--- src/rtl/activation_lut_loader.sv ---
// Writable breakpoint table for the activation interpolator: a valid/ready
// load port fills 2^ADDR_W+1 signed samples, and a zero-latency read port serves {base, next_data}.
module activation_lut_loader #(
  parameter int ADDR_W = 4,
  parameter int DATA_W = 8
) (
  input  logic                     clk,
  input  logic                     rst,
  input  logic                     load_start,
  input  logic                     load_valid,
  input  logic signed [DATA_W-1:0] load_data,
  output logic                     load_ready,
  output logic                     load_done,
  output logic                     table_valid,
  input  logic        [ADDR_W-1:0] address,
  output logic signed [DATA_W-1:0] base,
  output logic signed [DATA_W-1:0] next_data
);

  localparam int DEPTH = (1 << ADDR_W) + 1;
  localparam logic [ADDR_W:0] LAST = (ADDR_W + 1)'(DEPTH - 1);

  typedef enum logic [1:0] {IDLE, LOAD, DONE} state_t;

  state_t                   state, state_next;
  logic [ADDR_W:0]          count, count_next;
  logic                     table_valid_next;
  logic                     wr_en;
  logic signed [DATA_W-1:0] lut [DEPTH];
  logic [ADDR_W:0]          rd_addr, rd_addr_next;

  // NOTE: every signal driven here gets a default first, so no path through
  // the case statement can leave one unassigned and infer a latch.
  always_comb begin
    state_next       = state;
    count_next       = count;
    table_valid_next = table_valid;
    wr_en            = 1'b0;
    load_done        = 1'b0;
    unique case (state)
      IDLE: begin
        if (load_start) begin
          state_next       = LOAD;
          count_next       = '0;
          table_valid_next = 1'b0;
        end
      end
      LOAD: begin
        // A restart wins over a coincident sample; the sample is dropped.
        if (load_start) begin
          count_next = '0;
        end else if (load_valid && load_ready) begin
          wr_en      = 1'b1;
          count_next = count + 1'b1;
          if (count == LAST) begin
            state_next       = DONE;
            table_valid_next = 1'b1;
          end
        end
      end
      DONE: begin
        load_done  = 1'b1;
        state_next = IDLE;
      end
      default: state_next = IDLE;
    endcase
  end

  // NOTE: sequential state uses non-blocking assignments so every register
  // samples the pre-edge values, independent of statement order.
  always_ff @(posedge clk) begin
    if (rst) begin
      state       <= IDLE;
      count       <= '0;
      load_ready  <= 1'b0;
      table_valid <= 1'b0;
    end else begin
      state       <= state_next;
      count       <= count_next;
      load_ready  <= (state_next == LOAD);
      table_valid <= table_valid_next;
    end
  end

  // NOTE: the table is a small register file, not a RAM macro, so it can and
  // does take the synchronous reset; no stale data survives a reset.
  always_ff @(posedge clk) begin
    if (rst) begin
      for (int i = 0; i < DEPTH; i++) lut[i] <= '0;
    end else if (wr_en) begin
      lut[count] <= load_data;
    end
  end

  // One extra address bit so address+1 reaches entry 16 instead of wrapping.
  assign rd_addr      = {1'b0, address};
  assign rd_addr_next = rd_addr + 1'b1;

  assign base      = table_valid ? lut[rd_addr]      : '0;
  assign next_data = table_valid ? lut[rd_addr_next] : '0;

endmodule
--- config.mk ---
export PLATFORM = sky130hd
export DESIGN_NAME = activation_lut_loader
export DESIGN_NICKNAME = d
export VERILOG_FILES = /design/src/rtl/activation_lut_loader.sv
export SDC_FILE = /design/constraint.sdc
export NUM_CORES = 1
export LEC_CHECK = 0
export CAP_MARGIN = 10
export CORE_MARGIN = 10
export CORE_UTILIZATION = 23
export CTS_BUF_LIST = sky130_fd_sc_hd__clkbuf_16
export CTS_CLUSTER_SIZE = 10
export DETAILED_ROUTE_END_ITERATION = 8
export GPL_ROUTABILITY_DRIVEN = 0
export PLACE_DENSITY = 0.45
export SLEW_MARGIN = 20
export SYNTH_ARGS = -nofsm -noshare
export SYNTH_HDL_FRONTEND = slang
export SYNTH_SLANG_ARGS = --single-unit
--- constraint.sdc ---
create_clock -name clk -period 3.34 [get_ports clk]
set_input_delay 0.668 -clock clk [delete_from_list [all_inputs] [get_ports clk]]
set_output_delay 0.668 -clock clk [all_outputs]
set_load 0.05 [all_outputs]
[After elaboration in Yosys (flattened, before gate mapping)]
Memories as Yosys holds them, arrays and structs flattened.
Cells that the tools add are included.
Cells by class
  $add $sub $neg: 2
  eq/ne operators: 9
  muxes and demuxes: 28
  reductions and logical operators: 6
Operator list (count)
  $mux 8: 3
  $mux 5: 4
  $mux 1: 14
  $pmux 5 s2: 1
  $mux 2: 4
  $ne 2x2->1 const B: 4
  $reduce_or 8->1: 1
  $add 4x1->5 const B: 1
  $add 5x1->5 const B: 1
  $eq 5x5->1 const B: 1
  $reduce_and 5->1: 1
  $eq 2x1->1 const B: 2
  $pmux 2 s2: 1
  $ne 3x3->1 const B: 1
  $reduce_and 3->1: 1
  $eq 2x2->1 const B: 1
  $logic_not 2->1: 1
  $pmux 1 s2: 1
  $reduce_bool 2->1: 1
  $logic_and 1x1->1: 1
Word-level totals
  register bits: 9
  bits in writable memories: 136
  input port bits: 16
  output and inout bits: 19
  word-level logic and storage cells: 50
  memories: 1
Memories
  lut: words 17, bits a word 8, read ports 2, clocked after memory_dff 0, write ports 17, line 29  | logic signed [DATA_W-1:0] lut [DEPTH];

[Depth between registers and ports, before layout]
  depth in word-level cells: 9
  mapped depth: 8
  gate-level depth less buffers: 6

[Worst setup path after synthesis]
No wires, ideal clock.
  path kind: input to output
  start point: in address[0]
  end point: out next_data[6]
  data arrival time: 3.455 ns
  required time: 2.672 ns
  path slack: -0.783 ns
  stages: 7
  buffers on the path: 2
  cell sequence: ha_1 -> buf_4 -> buf_4 -> mux4_2 -> mux2i_1 -> o21a_1 -> a2111oi_1
On the way
  longest elaborated chain between the ends: 3
RTL lines
  from (decl): line 15  | input logic [ADDR_W-1:0] address,
  $add 4x1->5: line 97  | assign rd_addr_next = rd_addr + 1'b1;
  $mem_v2 17x8
  $mux 8: line 100  | assign next_data = table_valid ? lut[rd_addr_next] : '0;
  to (decl): line 17  | output logic signed [DATA_W-1:0] next_data
No other way between the ends.

[Worst setup path in the final report]
  start point: in address[0]
  end point: out next_data[2]
The elaborated chain is that of the path after synthesis.

==> results.md <==
* Status: complete, but fails checks
* Failing checks: negative setup slack
* Clock Sinks at 231
* Final slew viol count at 0
* Area added between synthesis and finish at 25.3%
* Number of DRC markers in iteration 0 at 544
* Min-Delay Path Depth at 2
* # hold bufs at CTS at 0
* Top-Level Pins at 35
* Final Total Pwr at 0.00674 W
* CP Data Arrival Time at 2.80 ns
* Max VDD drop at 0.306 mV
* Clock Tree Root: clkbuf_16
* CTS clk-pin slew, worst paths at 0.06 ns
* Number of antenna diodes at 0
* CP Capture Type: output port
* CTS tree: yes
* Worst Setup Start Kind: input port
* Yosys reg bits at 231
* Max-cap violations at 0
* Via-to-Cell Ratio at 4.44
* HP Class: flop to flop
* Core region area at 49000 um^2
* Layout cells sized above 1 at 30.9%
* Cell leakage power at 5.05 nW
* CP max stage delay at 0.58 ns
* IO Port Bufs at 34
* Synth warn at 0
* WP data required at 2.67 ns
* DR DRC count at 0
* Worst-margin pin slew at 0.947 ns
* RSZ-0062 raised after global routing: true
* Post-synth cell types at 43
* HPWL after DPL at 22300 um
* Crit path time final at 3.47 ns
* FILL cells at 4800
* Tot GR Track Use at 11.2%
* Antenna-violating nets left at 0
* Synthesized area per cell at 16.4 um^2
* Final Cycle Share at 104%
* Slew headroom at 36.7%
* Syn Nets at 715
* Worst hold margin at 0.514 ns
* Final Hold Vio Count at 0
* Initial DRT Pass Iterations at 6
* Register area share after synthesis at 60.2%
* Vias in the first global route at 6783
* Cell Rows at 81
* Clk_lat worst skew at 0.53 ns
* Die Y at 242 um
* Critical path class: input port to output port
* Critical Path Fanout Max at 6
* Crit-path cells: buf_12 -> ha_4 -> buf_6 -> buf_12 -> mux4_2 -> mux2_4 -> nand3_2 -> a222oi_1 -> buf_4 -> buf_12
* CTS max path bufs at 3
* Initial antenna violation count at 0
* TritonCTS Buffers at 28
* H-tree levels at 1
* Total grt overflow at 0
* Die Wd at 242 um
* DIE AREA at 58800 um^2
* Cell mode on critical path: buf_12
* Crit path max-delay cell type: a222oi_1
* Global-route wire length before repair at 48800 um
* Layout Nets at 828
* FF-to-FF path depth at 4
* Area of the mapped netlist at 11400 um^2
* Clock Skews at 0.0122 ns
* Avg WL per Cell at 22.8 um
* Vias post-DR at 6601
* Pwr per Cell Area at 473 nW/um^2
* Mapped Cells at 694
* Largest net degree at the start of global routing at 32
* Routed wire length at 34000 um
* Initial core utilization at 23.2%
* Post-route core utilization at 29.1%
* Fin worst setup slack at -0.128 ns
* Setup violation total in the final timing report at 3
* Pre-CTS WS at -0.366 ns
* Fmax at 288 MHz
==> per-stage QoR <==
stage	instances	instance area, um^2	TNS (ns)
after floorplan	694	11400	-1.76
after global placement	1422	13000	-2.09
after detailed placement	1422	13000	-1.78
after CTS	1483	14200	-0.546
after global routing	1487	14200	-0.366
final	1487	14200	-0.163
==> path summary, 6_finish.rpt <==
kind	startpoint	to	slack (ns)
min	table_valid	table_valid	0.51
max reg2reg	count[4]	lut[16][1]	1.26
min reg2reg	table_valid	table_valid	0.51
max	address[0]	next_data[2]	-0.13
==> cell type report <==
cell class              instances  area, um^2  share of cell area (%)
repair buffers                124        1380                    9.66
flip-flops and latches        231        6850                    48.1
clock inverters                17        92.6                   0.650
well taps                     664         831                    5.83
clock buffers                  29         726                    5.09
multi-input cells             418        4360                    30.6
inverters                       4        15.0                   0.105
==> cells in the mapped netlist (all sizes together) <==
cell type | count | area (um^2)
buf | 24 | 191
or3b | 2 | 17.5
xor2 | 2 | 25.0
inv | 4 | 15.0
and3b | 1 | 8.76
or2 | 18 | 113
xnor2 | 2 | 17.5
nand2b | 3 | 18.8
nor4 | 1 | 6.26
nand2 | 4 | 15.0
nor3 | 6 | 41.3
ha | 5 | 62.6
or3 | 3 | 18.8
nand3 | 18 | 90.1
mux2i | 32 | 320
a222oi | 7 | 70.1
a2111oi | 1 | 10.0
a31oi | 3 | 18.8
o22ai | 7 | 43.8
and2 | 145 | 907
nor3b | 1 | 12.5
edfxtp | 222 | 6670
mux4 | 88 | 2080
a21oi | 6 | 30.0
o21ai | 12 | 60.1
clkbuf | 17 | 65.1
dfxtp | 9 | 180
o21a | 1 | 7.51
nand3b | 3 | 22.5
nor2b | 2 | 12.5
nor2 | 36 | 135
mux2 | 8 | 90.1
o21bai | 1 | 7.51
==> cell families after synthesis <==
family          count (synthesis)  synth area share, %
fa+ha+maj                       5                0.550
compound gates                 38                 2.18
simple gates                  243                 12.5
mux                           128                 21.9
flops                         231                 60.2
xor+xnor                        4                0.374
buf+inv                        45                 2.39
==> layout by cell type, fill, tap and decap left out, types with 3 or more instances in the layout <==
master	Yosys	layout
buf_4	6	76
mux4_1	25	16
mux4_2	63	72
dfxtp_1	9	9
bufbuf_16	0	3
nand3_2	0	3
nor3_1	5	5
inv_1	4	17
buf_12	0	19
clkbuf_16	0	30
a31oi_1	3	3
nand3b_1	3	3
nand3_1	18	15
mux2_4	0	8
ha_1	5	4
a222oi_1	7	7
o21ai_1	1	7
o21ai_0	11	5
edfxtp_1	222	222
buf_8	2	3
mux2i_1	32	28
clkdlybuf4s50_1	0	14
a21oi_1	6	6
or2_2	18	18
or3_1	3	3
o22ai_1	7	6
buf_6	6	4
and2_1	145	145
mux2i_2	0	3
nor2_1	36	36
nand2_1	4	4
==> power by group <==
group	switching, W	total (W)	internal (W)
Sequential	0.0000323	0.00326	0.00323
Clock	0.00113	0.00275	0.00161
Combinational	0.000384	0.000733	0.000349
==> state kept, by name (all words and copies together) (netlist names) <==
signal,cells
count,5
load_ready,1
lut,222
state,2
table_valid,1
==> routing by layer <==
layer	vias to the layer above	part of all wire (%)	global-route usage [%]
li1	2954	-	-
met1	3453	45	15.2
met2	165	49	18.6
met3	29	4.6	1.87
met4	0	1.5	2.24
met5	-	0	0
==> what timing repair did <==
| action | 4_1_cts | 5_1_grt |
|---|---|---|
| gates cloned | 3 | 1 |
| setup buffers | 12 | 6 |
| pin swaps | 9 | 9 |
| gates resized for setup | 47 | 15 |
| hold endpoints to repair | 0 | 0 |
| setup endpoints to repair | 11 | 13 |
==> critical path, delay by kind of cell <==
kind	cells	cell delay [ns]
buffers and inverters	5	0.76
AOI/OAI and AO/OA	1	0.58
muxes	2	0.44
adders and majority gates	1	0.26
and+or+nand+nor	1	0.08
No activity file was read; power rests on OpenSTA's default activity.
